File: config.mk
export PLATFORM = sky130hd
export DESIGN_NAME = wb_port_arbiter
export DESIGN_NICKNAME = d
export VERILOG_FILES = /design/src/rtl/wb_port_arbiter.sv
export SDC_FILE = /design/constraint.sdc
export NUM_CORES = 1
export LEC_CHECK = 0
export ABC_AREA = 1
export CAP_MARGIN = 20
export CORE_MARGIN = 5
export CORE_UTILIZATION = 43
export DETAILED_ROUTE_END_ITERATION = 8
export PLACE_DENSITY = 0.68
export SLEW_MARGIN = 20
export SYNTH_ARGS = -nofsm -noshare
export SYNTH_HDL_FRONTEND = slang
export SYNTH_SLANG_ARGS = --single-unit
File: constraint.sdc
create_clock -name clk -period 7.4 [get_ports clk]
set_input_delay 0.74 -clock clk [delete_from_list [all_inputs] [get_ports clk]]
set_output_delay 0.74 -clock clk [all_outputs]
set_load 0.01 [all_outputs]
File: src/rtl/wb_port_arbiter.sv
// Merges the even and odd pipe write-backs onto the single register-file write port.
// Each pipe has a small FIFO; heads are arbitrated round-robin, with older-first ordering for same-register writes.
module wb_port_arbiter #(
    parameter int DATA_W  = 129,
    parameter int ADDR_W  = 7,
    parameter int DEPTH   = 2,
    parameter int STAMP_W = 4
) (
    input  logic              clk,
    input  logic              reset,
    input  logic              flush,
    input  logic              even_valid,
    output logic              even_ready,
    input  logic [ADDR_W-1:0] even_rt,
    input  logic [DATA_W-1:0] even_data,
    input  logic              odd_valid,
    output logic              odd_ready,
    input  logic [ADDR_W-1:0] odd_rt,
    input  logic [DATA_W-1:0] odd_data,
    output logic              rf_we,
    output logic [ADDR_W-1:0] rf_waddr,
    output logic [DATA_W-1:0] rf_wdata,
    output logic [2:0]        pending
);

    localparam int PTR_W = (DEPTH > 1) ? $clog2(DEPTH) : 1;
    localparam int CNT_W = $clog2(DEPTH + 1);

    typedef struct packed {
        logic [STAMP_W-1:0] stamp;
        logic [ADDR_W-1:0]  rt;
        logic [DATA_W-1:0]  data;
    } entry_t;

    entry_t             r_even_mem [DEPTH];
    entry_t             r_odd_mem  [DEPTH];
    logic [PTR_W-1:0]   r_even_wp, r_even_rp, r_odd_wp, r_odd_rp;
    logic [CNT_W-1:0]   r_even_cnt, r_odd_cnt;
    logic [STAMP_W-1:0] r_stamp;
    logic               r_rr_odd;
    logic               r_even_ready, r_odd_ready;
    logic               r_we;
    logic [ADDR_W-1:0]  r_waddr;
    logic [DATA_W-1:0]  r_wdata;
    logic [2:0]         r_pending;

    entry_t             w_even_head, w_odd_head;
    logic               w_even_nonempty, w_odd_nonempty;
    logic               w_same_rt, w_even_older;
    logic [STAMP_W-1:0] w_stamp_diff;
    logic               w_grant_even, w_grant_odd, w_rr_flip;
    logic               w_even_push, w_odd_push;
    logic [CNT_W-1:0]   w_even_cnt_next, w_odd_cnt_next;
    logic [2:0]         w_pending_next;
    logic [ADDR_W-1:0]  w_grant_rt;
    logic [DATA_W-1:0]  w_grant_data;

    assign w_even_head     = r_even_mem[r_even_rp];
    assign w_odd_head      = r_odd_mem[r_odd_rp];
    assign w_even_nonempty = (r_even_cnt != '0);
    assign w_odd_nonempty  = (r_odd_cnt != '0);
    assign w_same_rt       = (w_even_head.rt == w_odd_head.rt);

    // Residence time stays far below half the stamp range, so the sign of the
    // modular difference tells which head was pushed first (zero means same edge).
    assign w_stamp_diff = w_odd_head.stamp - w_even_head.stamp;
    assign w_even_older = ~w_stamp_diff[STAMP_W-1];

    always_comb begin
        // NOTE: every output of this block gets a default first, so no path leaves it unassigned and no latch is inferred.
        w_grant_even = 1'b0;
        w_grant_odd  = 1'b0;
        w_rr_flip    = 1'b0;
        if (!flush) begin
            if (w_even_nonempty && w_odd_nonempty) begin
                if (w_same_rt) begin
                    w_grant_even = w_even_older;
                    w_grant_odd  = ~w_even_older;
                end else begin
                    w_grant_even = ~r_rr_odd;
                    w_grant_odd  = r_rr_odd;
                    w_rr_flip    = 1'b1;
                end
            end else begin
                w_grant_even = w_even_nonempty;
                w_grant_odd  = w_odd_nonempty;
            end
        end
    end

    assign w_grant_rt   = w_grant_odd ? w_odd_head.rt   : w_even_head.rt;
    assign w_grant_data = w_grant_odd ? w_odd_head.data : w_even_head.data;

    assign w_even_push = even_valid && r_even_ready && !flush;
    assign w_odd_push  = odd_valid  && r_odd_ready  && !flush;

    assign w_even_cnt_next = flush ? '0
                           : r_even_cnt + CNT_W'(w_even_push) - CNT_W'(w_grant_even);
    assign w_odd_cnt_next  = flush ? '0
                           : r_odd_cnt + CNT_W'(w_odd_push) - CNT_W'(w_grant_odd);
    assign w_pending_next  = 3'(w_even_cnt_next) + 3'(w_odd_cnt_next);

    // NOTE: FIFO storage has no reset; the counts alone define which entries are valid, so clearing the payload would be wasted flops.
    always_ff @(posedge clk) begin
        if (w_even_push) begin
            r_even_mem[r_even_wp] <= '{stamp: r_stamp, rt: even_rt, data: even_data};
        end
        if (w_odd_push) begin
            r_odd_mem[r_odd_wp] <= '{stamp: r_stamp, rt: odd_rt, data: odd_data};
        end
    end

    // NOTE: sequential state uses non-blocking assignments only, so every register samples pre-edge values regardless of statement order.
    always_ff @(posedge clk or negedge reset) begin
        if (!reset) begin
            r_even_wp    <= '0;
            r_even_rp    <= '0;
            r_odd_wp     <= '0;
            r_odd_rp     <= '0;
            r_even_cnt   <= '0;
            r_odd_cnt    <= '0;
            r_stamp      <= '0;
            r_rr_odd     <= 1'b0;
            r_even_ready <= 1'b0;
            r_odd_ready  <= 1'b0;
            r_we         <= 1'b0;
            r_waddr      <= '0;
            r_wdata      <= '0;
            r_pending    <= '0;
        end else begin
            r_stamp      <= r_stamp + STAMP_W'(1);
            r_even_cnt   <= w_even_cnt_next;
            r_odd_cnt    <= w_odd_cnt_next;
            r_even_ready <= (w_even_cnt_next < CNT_W'(DEPTH));
            r_odd_ready  <= (w_odd_cnt_next < CNT_W'(DEPTH));
            r_pending    <= w_pending_next;
            if (flush) begin
                r_even_wp <= '0;
                r_even_rp <= '0;
                r_odd_wp  <= '0;
                r_odd_rp  <= '0;
                r_we      <= 1'b0;
            end else begin
                if (w_even_push)  r_even_wp <= r_even_wp + PTR_W'(1);
                if (w_odd_push)   r_odd_wp  <= r_odd_wp + PTR_W'(1);
                if (w_grant_even) r_even_rp <= r_even_rp + PTR_W'(1);
                if (w_grant_odd)  r_odd_rp  <= r_odd_rp + PTR_W'(1);
                if (w_rr_flip)    r_rr_odd  <= ~r_rr_odd;
                r_we <= w_grant_even | w_grant_odd;
                if (w_grant_even || w_grant_odd) begin
                    r_waddr <= w_grant_rt;
                    r_wdata <= w_grant_data;
                end
            end
        end
    end

    assign even_ready = r_even_ready;
    assign odd_ready  = r_odd_ready;
    assign rf_we      = r_we;
    assign rf_waddr   = r_waddr;
    assign rf_wdata   = r_wdata;
    assign pending    = r_pending;

endmodule

## After elaboration in Yosys (flattened, before gate mapping)

Memories as Yosys holds them, arrays and structs flattened.
Index checks and enable logic that the tools add are counted.

| word-level totals | value |
|---|---|
| flip-flop bits (word level) | 155 |
| bits of input ports | 277 |
| memories kept | 2 |
| RAM bits | 560 |

| operators by class | value |
|---|---|
| $add $sub $neg | 11 |
| magnitude comparators | 2 |
| eq/ne operators | 1 |
| bitwise gates (word level) | 4 |
| reductions and logical operators | 15 |
| muxes and demuxes | 26 |

Memory list:

| name | words | bits a word | read ports | clocked after memory_dff | wr ports | line | source |
|---|---|---|---|---|---|---|---|
| r_even_mem | 2 | 140 | 1 | 0 | 1 | 35 | `entry_t r_even_mem [DEPTH];` |
| r_odd_mem | 2 | 140 | 1 | 0 | 1 | 36 | `entry_t r_odd_mem [DEPTH];` |

Operators with widths:

| kind | count |
|---|---|
| 129-bit 2-to-1 mux | 1 |
| 1-bit 2-to-1 mux | 22 |
| 2-bit nonzero test | 6 |
| 7-bit == test | 1 |
| 7-bit 2-to-1 mux | 1 |
| 1-bit logical AND | 5 |
| 1-bit adder, second input constant | 4 |
| 2-bit by 1-bit adder with 2-bit output | 2 |
| 4-bit by 1-bit adder with 4-bit output, second input constant | 1 |
| 2-bit less-than comparator, second input constant | 2 |
| 2-bit 2-to-1 mux | 2 |
| 2-bit AND reduction | 2 |
| 2-bit by 1-bit subtractor with 2-bit output | 2 |
| 4-bit subtractor | 1 |
| 2-bit by 2-bit adder with 3-bit output | 1 |
| 1-bit inverter | 3 |
| 1-bit zero test | 1 |
| 1-bit logical OR | 1 |
| 1-bit OR | 1 |

## Longest topological paths before layout

Gate-level depths: netlist of the first run.
An unclocked memory read counts as a cell.

| logic depth | value |
|---|---|
| depth in word-level cells | 9 |
| depth in mapped cells | 29 |
| gate-level depth less buffers | 25 |

## Worst setup path after synthesis of the first run

Ideal clock, no wire load.

| timing path | value |
|---|---|
| path kind | input to register |
| start | in flush |
| end | mem r_even_mem[0][0] in the netlist's numbering, enable pin |
| arrival time | 7,638 ps |
| slack | -879 ps |
| setup time | 641 ps |
| stages | 6 |
| required time | 6,759 ps |
| path buffers | 3 |
| cell sequence | inv_1 clkbuf_1 clkbuf_1 clkbuf_1 nand2_1 nor2_1 |

| between the ends | value |
|---|---|
| cells in the longest elaborated chain, start to end | 4 |

Ends and longest elaborated chain:

| element | line | source |
|---|---|---|
| start, declared | 11 | `input logic flush,` |
| 1-bit zero test | 94 | `assign w_even_push = even_valid && r_even_ready && !flush;` |
| 1-bit logical AND | 94 |  |
| 1-bit 2-to-1 mux | 105 | `if (w_even_push) begin` |
| 1-bit 2-to-1 mux (implied by the code) | 106 | `r_even_mem[r_even_wp] <= '{stamp: r_stamp, rt: even_rt, data: even_data};` |
| end, declared | 35 |  |

Every way passes these cells.

## Worst setup path in the final report of the first run

| timing path | value |
|---|---|
| start | reg r_even_rp |
| end | reg r_pending[2] (netlist: pending[2]) |

RTL lines:

| element | line | source |
|---|---|---|
| start, declared | 37 | `logic [PTR_W-1:0] r_even_wp, r_even_rp, r_odd_wp, r_odd_rp;` |
| start signal, assigned | 146 | `if (w_grant_even) r_even_rp <= r_even_rp + PTR_W'(1);` |
| memory 2 x 140 bit * | -- |  |
| 4-bit subtractor or 7-bit == test (tied branches) | 66, 62 |  |
| 1-bit 2-to-1 mux * | 76 | `if (w_same_rt) begin` |
| 1-bit 2-to-1 mux * | 75 | `if (w_even_nonempty && w_odd_nonempty) begin` |
| 1-bit 2-to-1 mux * | 74 | `if (!flush) begin` |
| 2-bit by 1-bit subtractor with 2-bit output * | 100 | `: r_odd_cnt + CNT_W'(w_odd_push) - CNT_W'(w_grant_odd);` |
| 2-bit 2-to-1 mux * | 99 | `assign w_odd_cnt_next = flush ? '0` |
| net w_odd_cnt_next[1] | 53 | `logic [CNT_W-1:0] w_even_cnt_next, w_odd_cnt_next;` |
| 2-bit by 2-bit adder with 3-bit output * | 101 | `assign w_pending_next = 3'(w_even_cnt_next) + 3'(w_odd_cnt_next);` |
| net w_pending_next[2] | 54 | `logic [2:0] w_pending_next;` |
| end signal, assigned | 136 | `r_pending <= w_pending_next;` |
| end, declared | 45 | `logic [2:0] r_pending;` |

The timed path passes the listed nets; every way through them passes the cells marked *.
A chain may end at the register's enable or synchronous reset.

==> out/qor.yml, run 1 <==
worst_setup_path:
  cpPeakStageDelay_ns: 1.07
  path_common_cell: "nand2_1"
  cp_max_fo: 68
  crit_arrival_ns: 5.56
  cp_cell_sequence: "inv_2 > nand2_1 > nand2_1 > nand2_1 > nand2_1 > nor2_1 > nand2_1 > o21bai_2 > nand3_4 > nand3_4 > inv_1 > ha_1 > inv_1 > ha_1 > nand2_1 > nand2_1 > nor2_1 > xor2_1 > ha_1 > o21bai_1"
  crit_path_end_kind: "flip-flop"
  critPathKind: "reg -> reg"
  crit_path_start_kind: "flip-flop"
  required_ns: 7.88
  reg2reg_depth: 20
  critPathSlowestCell: "dfrtp_4"
power:
  p_total_mw: 13.5
  vdd_drop_max_v: 0.000474
  power.density_nw_per_um2: 381
  p_leak_nw: 13.3
finish:
  design_area_um2: 35600
  post-route-util: 0.550
  fillers: 5237
  drive_gt1_frac: 0.0602
  layout_commonest_cell: "edfxtp_1"
  fin_nets: 2698
  syn_to_final_growth_pct: 26.4
  final_cell_mix: "edfxtp_1, nand2_1, clkdlybuf4s50_1, mux2i_1, dfrtp_1"
floorplan:
  coreArea_um2: 64600
  die_height_um: 266
  start_util: 0.436
  rows: 93
  ioPinCount: 419
  dieWidth_um: 266
  dieArea_um2: 70600
timing:
  fmax_mhz: 197
  fin_crit_sh: 0.686
  finalSetupViolCount: 0
  fin_crit_ns: 5.08
  max_slew_margin: 0.282
  tightest_slew_ns: 1.08
  hold_violations: 0
  rsz0062_at_grt: "no"
  fin_tns_setup_ns: 0
  whs_ns: 0.241
  clock_skew_ns: 0.0223
  maxSlewViolCount: 0
cts:
  clk_pin_slew_ns: 0.06
  root_buffer: "clkbuf_16"
  cts_buffer_depth: 3
  htreeDepth: 3
  hold_buffers: 0
  post_cts_buffers: 0
  clock_latency_ns: 0.61
  numCtsBuffers: 76
  cts_resized: 0
  clock_sinks: 715
  cts_tree: "yes"
logic_synthesis:
  synthCells: 2022
  yosysSeqAreaShare: 0.736
  synth_seq_cells: 715
  syn_nets: 2308
  syn-cell-area_um2: 28100
  yosysWarnings: 0
  syn_avg_cell_area_um2: 13.9
  synth.distinct_cells: 27
placement:
  dpl_cell_area_um2: 33000
  routabilityCongestion: 0.796
  hpwl_um: 44300
  port_buffers: 418
route:
  totalWireLength_um: 74600
  vias: 17700
  drcViolationCount: 0
  antenna_left: 0
  wl_per_cell_um: 22.3
  viasPerCell: 5.30
  dr.first_iter.drc_count: 1317
  firstDrtPassIters: 5
flow_run:
  drv_cap: 0
grt:
  antenna_found_initial: 18
  track_usage: 0.206
  grt_overflow: 0
  grt_first_pass_wirelength_um: 112000
  grt_max_degree: 141
  grt_pass1_vias: 18500
run_status:
  outcome: "complete, no violations"
worst_hold_path:
  hp-class: "in -> async"
==> Yosys cell counts, drive strengths merged <==
master,n,share of area
o22ai,2,0.00044
xor2,4,0.0012
o21ai,9,0.0017
clkbuf,76,0.010
mux2i,260,0.093
nand2,537,0.072
xnor2,3,0.00093
dfrtp,155,0.14
o21bai,2,0.00067
buf,51,0.014
inv,52,0.0070
a21oi,1,0.00018
nor2,20,0.0028
nand4,137,0.030
edfxtp,560,0.60
nand3,144,0.027
ha,9,0.0040
==> routing by layer <==
layer | up-vias | GRT usage | share of wire
met2 | 578 | 0.357 | 0.51
met3 | 129 | 0.0519 | 0.065
li1 | 8091 | - | -
met1 | 8897 | 0.258 | 0.40
met4 | 10 | 0.0582 | 0.024
met5 | - | 0 | 0.00083
==> flip-flops by register name, summed over array words and instances, names as in the netlist <==
register    cells
r_even_mem    280
r_odd_mem     280
rf_wdata      129
rf_waddr        7
r_stamp         4
pending         3
r_even_cnt      2
r_odd_cnt       2
even_ready      1
odd_ready       1
r_even_rp       1
r_even_wp       1
r_odd_rp        1
r_odd_wp        1
r_rr_odd        1
rf_we           1
==> cells by family (layout without fill, tap and decap cells) <==
logic type,after synthesis,in the layout,share of synthesized area
other,0,10,0
multiplexers,260,260,0.0925
XOR/XNOR,7,7,0.00218
flip-flops,715,715,0.736
buffers and inverters,179,633,0.0311
AO/OA/AOI/OAI,14,14,0.00302
AND/OR/NAND/NOR,838,838,0.131
adder cells (fa/ha/maj),9,9,0.00400
==> worst paths after layout <==
| path | start | endpoint | slack (ns) |
|---|---|---|---|
| setup / recovery | r_even_rp | pending[2] | 2.32 |
| hold / removal | reset | rf_wdata[53] | 0.24 |
| setup reg to reg | r_even_rp | pending[2] | 2.32 |
| hold reg to reg | rf_waddr[2] | rf_waddr[2] | 0.48 |
| max in group asynchronous | reset | r_odd_rp | 5.59 |
| min in group clk | rf_waddr[2] | rf_waddr[2] | 0.48 |
==> worst max-delay path: cells and delay by family (launching register included) <==
family | cells | cell delay [ns]
flops | 1 | 1.07
fa+ha+maj | 3 | 0.67
buf+inv | 3 | 0.46
compound gates | 2 | 0.31
simple gates | 11 | 2.30
xor+xnor | 1 | 0.11
==> area by class of cell <==
class	instances	area, µm²	share of cell area
multi-input cells	1128	6600	0.186
diodes	10	25.0	0.000704
clock inverters	31	357	0.0100
flip-flops and latches	715	20700	0.582
clock buffers	111	2170	0.0609
well taps	855	1070	0.0301
inverters	52	213	0.00598
repair buffers	439	4420	0.124
==> power breakdown <==
| group | leakage, nW | internal [mW] | switching (mW) | total [mW] |
|---|---|---|---|---|
| logic | 5.03 | 1.70 | 2.47 | 4.17 |
| clock network | 1.23 | 2.29 | 1.55 | 3.83 |
| registers | 7.05 | 5.11 | 0.424 | 5.54 |
| total | 13.3 | 9.10 | 4.44 | 13.5 |
==> stage by stage <==
stage	cells	setup slack, ns
6_report	3341	2.32
5_1_grt	3339	1.77
4_1_cts	3330	2.20
3_5_place_dp	3188	2.20
3_3_place_gp	3188	2.32
2_1_floorplan	2022	1.48
Power figures use the tool's default switching activity.
==> inputs of run 2 (changes only) <==
Clock period 7.4 ns to 4.6 ns, I/O delays scaled along.
==> run 2 against run 1 <==
First-iteration DRC count increased by 5.5%. Routed wire length fell by 1.4%. Via count rose by 0.14%.
==> out/qor.yml, run 2 (same netlist as run 1, synthesis figures left out) <==
cts:
  post_cts_buffers: 0
  cts_buffer_depth: 3
  clock_sinks: 715
  clock_latency_ns: 0.61
  cts_tree: "yes"
  clk_pin_slew_ns: 0.06
  cts_resized: 0
  numCtsBuffers: 76
  htreeDepth: 3
  root_buffer: "clkbuf_16"
route:
  viasPerCell: 5.29
  firstDrtPassIters: 7
  vias: 17700
  dr.first_iter.drc_count: 1389
  drcViolationCount: 0
  totalWireLength_um: 73600
  wl_per_cell_um: 22.0
  antenna_left: 0
worst_setup_path:
  cp_max_fo: 37
  path_buf_inv: 2
  crit_end: "pending[2]"
  r2r_start: "r_even_rp"
  crit_path_start_kind: "flip-flop"
  required_ns: 5.08
  critPathKind: "reg -> reg"
  path_common_cell: "nand2_1"
  reg2reg_depth: 21
  crit_cells: 21
  r2r_end: "pending[2]"
  ff2ff_setup_slack_ns: 0.78
  crit_start: "r_even_rp"
  crit_arrival_ns: 4.31
  crit_path_end_kind: "flip-flop"
  cp_cell_sequence: "mux2i_1 > ha_1 > a21oi_1 > nand2_1 > nand2_1 > nand2_1 > inv_1 > nand2_1 > nand3_4 > nand2_1 > nand2_1 > nor2_1 > ha_1 > inv_1 > ha_1 > nand2_1 > nand2_1 > nor2_1 > xor2_1 > ha_1 > o21bai_1"
  cpPeakStageDelay_ns: 0.80
  critPathSlowestCell: "dfrtp_4"
  cp_top_family: "simple AND/OR/NAND/NOR gates"
run_status:
  outcome: "complete, no violations"
power:
  p_int_mw: 14.7
  p_leak_nw: 13.4
  seqPwrFrac: 0.405
  p_sw_frac: 0.328
  p_total_mw: 21.9
  power.density_nw_per_um2: 613
  combPwrFrac: 0.311
  vdd_drop_max_v: 0.000399
  power.share.clock: 0.285
  p_switching_mw: 7.18
finish:
  layout_commonest_cell: "edfxtp_1"
  fillers: 5189
  drive_gt1_frac: 0.0653
  post-route-util: 0.553
  fin_nets: 2703
  final_cell_mix: "edfxtp_1, nand2_1, clkdlybuf4s50_1, mux2i_1, dfrtp_1"
  stdcell_count: 3352
  syn_to_final_growth_pct: 27.0
  seq_area_um2: 20700
  multi_input_comb_area_um2: 6600
timing:
  fmax_mhz: 262
  maxSlewViolCount: 0
  max_slew_margin: 0.239
  fin_tns_setup_ns: 0
  tightest_slew_ns: 1.14
  fin_crit_sh: 0.831
  rsz0062_at_grt: "no"
  finalSetupViolCount: 0
  hold_violations: 0
  fin_crit_ns: 3.82
  clock_skew_ns: 0.0188
placement:
  hpwl_um: 44200
  routabilityCongestion: 0.798
  dp.cells: 3192
  port_buffers: 418
grt:
  grt_overflow: 0
  track_usage: 0.202
  grt_max_degree: 137
  grt_pass1_vias: 18500
  antenna_found_initial: 21
  grt_first_pass_wirelength_um: 111000
flow_run:
  drv_cap: 0
floorplan:
  dieWidth_um: 266
  start_util: 0.436
  ioPinCount: 419
  dieArea_um2: 70600
  die_height_um: 266
  coreArea_um2: 64600
  rows: 93
worst_hold_path:
  hp-class: "in -> async"
## run 2: changes by cell type in the layout (fill, tap and decap cells not counted), moves of 4 or more
| cell | delta |
|---|---|
| buf_12 | +5 |
| clkbuf_1 | -10 |
| clkinvlp_4 | +4 |
| diode_2 | +6 |
## run 2: what timing repair did
action,4_1_cts,5_1_grt
endpoints found under the setup margin,0,0
hold buffers,1,0
hold endpoints to repair,6,0
## run 2: how the worst min path moves through the flow
stage	end	slack [ns]	depth (start not counted)
2_1_floorplan	even_ready	0.16	0
3_3_place_gp	rf_wdata[77]	0.46	2
3_5_place_dp	rf_wdata[127]	0.47	2
4_1_cts	r_even_mem[1][39]	0.39	1
5_1_grt	rf_wdata[43]	0.32	2
6_report	rf_wdata[43]	0.30	2
## run 2: area by class of cell
| type | count | share of cell area |
|---|---|---|
| timing repair buffer | 444 | 0.126 |
| clock inverter | 40 | 0.0123 |
| antenna | 16 | 0.00112 |
| tap | 855 | 0.0300 |
| sequential | 715 | 0.580 |
| clock buffer | 102 | 0.0600 |
| multi-input combinational | 1128 | 0.185 |
| inverter | 52 | 0.00589 |
## run 2: power groups by stage
stage               registers, mW  logic [mW]  clock network [mW]
floorplan                    9.05        3.81                   0
global placement             8.94        6.71                   0
detailed placement           8.96        6.86                   0
CTS                          8.86        6.91                6.36
global route                 8.96        7.44                6.64
finish                       8.86        6.81                6.23
## run 2: routing by layer
layer  track usage  wire [µm]
met1         0.265      30300
met2         0.338      36900
met3        0.0445       4670
met4        0.0685       1660
met5             0         80
## run 2: metrics by stage
| stage | setup slack (ns) | cell area [µm²] | hold WS [ns] |
|---|---|---|---|
| floorplan | 0.520 | 28200 | 0.164 |
| global placement | 0.835 | 33100 | 0.465 |
| detailed placement | 0.786 | 33100 | 0.466 |
| CTS | 0.776 | 35700 | 0.386 |
| global route | 0.369 | 35700 | 0.315 |
| finish | 0.776 | 35700 | 0.304 |
==> inputs of run 3 (changes only) <==
Settings changed: PLACE_DENSITY 0.68 to 0.66.
Clock period 4.6 ns to 3.9 ns, I/O delays scaled along.
==> run 3 against run 2 <==
Global-route usage is 0.13 points higher. Setup slack worse by 0.38 ns. Fmax is 9.1% higher. Non-clock buffer count is 6 higher. Die area stayed put. Register-to-register slack worse by 0.38 ns. Critical path depth stayed put. Via count hardly changed. Power is 17% higher. Largest power group unchanged.
==> out/qor.yml, run 3 (same netlist as run 1, synthesis figures left out) <==
run_status:
  outcome: "complete, no violations"
route:
  wl_per_cell_um: 22.1
  firstDrtPassIters: 5
  vias: 17700
  antenna_left: 0
  viasPerCell: 5.30
  totalWireLength_um: 74100
  drcViolationCount: 0
  dr.first_iter.drc_count: 1354
power:
  power.share.clock: 0.279
  p_total_mw: 25.7
  vdd_drop_max_v: 0.000723
  p_switching_mw: 8.44
  p_int_mw: 17.3
  combPwrFrac: 0.316
  p_leak_nw: 13.4
  power.density_nw_per_um2: 721
  p_sw_frac: 0.329
  seqPwrFrac: 0.405
worst_setup_path:
  cp_top_family: "simple AND/OR/NAND/NOR gates"
  crit_arrival_ns: 3.99
  ff2ff_setup_slack_ns: 0.39
  cp_max_fo: 23
  required_ns: 4.38
  critPathKind: "reg -> reg"
  path_common_cell: "nand2_1"
  crit_path_end_kind: "flip-flop"
  path_buf_inv: 2
  cpPeakStageDelay_ns: 0.57
  critPathSlowestCell: "dfrtp_4"
  crit_path_start_kind: "flip-flop"
  cp_cell_sequence: "buf_4 > nand2_1 > nand2_1 > nand2_1 > nand2_1 > nand3_1 > nor2_2 > nand2_1 > nand3_4 > nand2_1 > nand2_1 > nor2_1 > ha_1 > inv_1 > ha_1 > nand2_1 > nand2_1 > nor2_1 > xor2_1 > ha_1 > o21bai_1"
finish:
  fin_nets: 2707
  final_cell_mix: "edfxtp_1, nand2_1, clkdlybuf4s50_1, mux2i_1, dfrtp_1"
  multi_input_comb_area_um2: 6600
  syn_to_final_growth_pct: 26.8
  seq_area_um2: 20700
  fillers: 5242
  design_area_um2: 35700
  layout_commonest_cell: "edfxtp_1"
  drive_gt1_frac: 0.0641
floorplan:
  dieArea_um2: 70600
  start_util: 0.436
  rows: 93
  die_height_um: 266
  ioPinCount: 419
  coreArea_um2: 64600
  dieWidth_um: 266
cts:
  cts_resized: 0
  cts_tree: "yes"
  root_buffer: "clkbuf_16"
  clock_sinks: 715
  htreeDepth: 3
  numCtsBuffers: 74
  clock_latency_ns: 0.61
  cts_buffer_depth: 3
  post_cts_buffers: 0
  clk_pin_slew_ns: 0.06
timing:
  setup_slack_ns: 0.394
  maxSlewViolCount: 0
  clock_skew_ns: 0.0249
  rsz0062_at_grt: "no"
  fmax_mhz: 285
  fin_crit_sh: 0.899
  fin_tns_setup_ns: 0
  fin_crit_ns: 3.51
  max_slew_margin: 0.265
  finalSetupViolCount: 0
  hold_violations: 0
  tightest_slew_ns: 1.10
placement:
  hpwl_um: 43700
  routabilityCongestion: 0.801
  dpl_cell_area_um2: 33100
  place_ws_ns: 0.422
  port_buffers: 418
flow_run:
  drv_cap: 0
grt:
  grt_first_pass_wirelength_um: 111000
  grt_pass1_vias: 18200
  antenna_found_initial: 17
  grt_max_degree: 137
  track_usage: 0.203
  grt_overflow: 0
worst_hold_path:
  hp-class: "in -> reg"
[run 3: changes by cell type in the layout (fill, tap and decap cells not counted), moves of 2 or more]
cell        previous run  this run
clkinv_2              10         8
buf_12                 9        11
clkinv_1               9        12
clkbuf_16             78        75
buf_4                 15        20
diode_2               16        11
clkinvlp_4             5         2
inv_6                  7         5
[run 3: worst paths after layout]
path / cells after the start / startpoint / to
min in group asynchronous: 2 / reset / rf_wdata[8]
max in group asynchronous: 3 / reset / rf_wdata[78]
worst min register to register: 2 / rf_wdata[25] / rf_wdata[25]
worst min-delay path: 1 / even_data[112] / r_even_mem[1][112]
worst max register to register: 21 / r_even_rp / pending[2]
worst max-delay path: 21 / r_even_rp / pending[2]
[run 3: per-stage QoR]
stage               hold slack [ns]   util  cells
global placement              0.462  0.513   3199
CTS                           0.313  0.552   3337
global route                  0.329  0.552   3343
detailed placement            0.465  0.513   3199
finish                        0.355  0.552   3348
floorplan                    0.0944      -   2022
[run 3: repair_timing]
| item | 4_1_cts | 5_1_grt |
|---|---|---|
| setup endpoints to repair | 0 | 0 |
| hold endpoints to repair | 70 | 0 |
| hold buffers | 1 | 0 |
[run 3: power groups by stage]
stage	Combinational, mW	Sequential [mW]	Clock, mW
4_1_cts	8.25	10.4	7.36
3_5_place_dp	8.20	10.5	0
6_report	8.11	10.4	7.18
5_1_grt	8.83	10.5	7.68
3_3_place_gp	8.06	10.5	0
2_1_floorplan	4.50	10.7	0
[run 3: routing by layer]
layer  track usage  wire [µm]  vias to the layer above
met4        0.0628       1860                       14
li1              -          -                     8119
met3        0.0481       5650                      125
met5             0        100                        -
met1         0.274      30500                     8833
met2         0.332      36000                      644
[run 3: cell type report]
cell class / count / share of cell area
Sequential cell: 715 / 0.581
Multi-Input combinational cell: 1128 / 0.185
Timing Repair Buffer: 450 / 0.128
Clock buffer: 100 / 0.0581
Tap cell: 855 / 0.0300
Clock inverter: 37 / 0.0117
Inverter: 52 / 0.00582
Antenna cell: 11 / 0.000772
[run 3: worst register-to-register path, cell delays in order, from the launching register on]
cell	delay [ns]
dfrtp_4	0.57
buf_4	0.43
nand2_1	0.10
nand2_1	0.09
nand2_1	0.05
nand2_1	0.08
nand3_1	0.12
nor2_2	0.15
nand2_1	0.10
nand3_4	0.09
nand2_1	0.11
nand2_1	0.13
nor2_1	0.05
ha_1	0.29
inv_1	0.05
ha_1	0.19
nand2_1	0.07
nand2_1	0.05
nor2_1	0.22
xor2_1	0.10
ha_1	0.21
o21bai_1	0.14
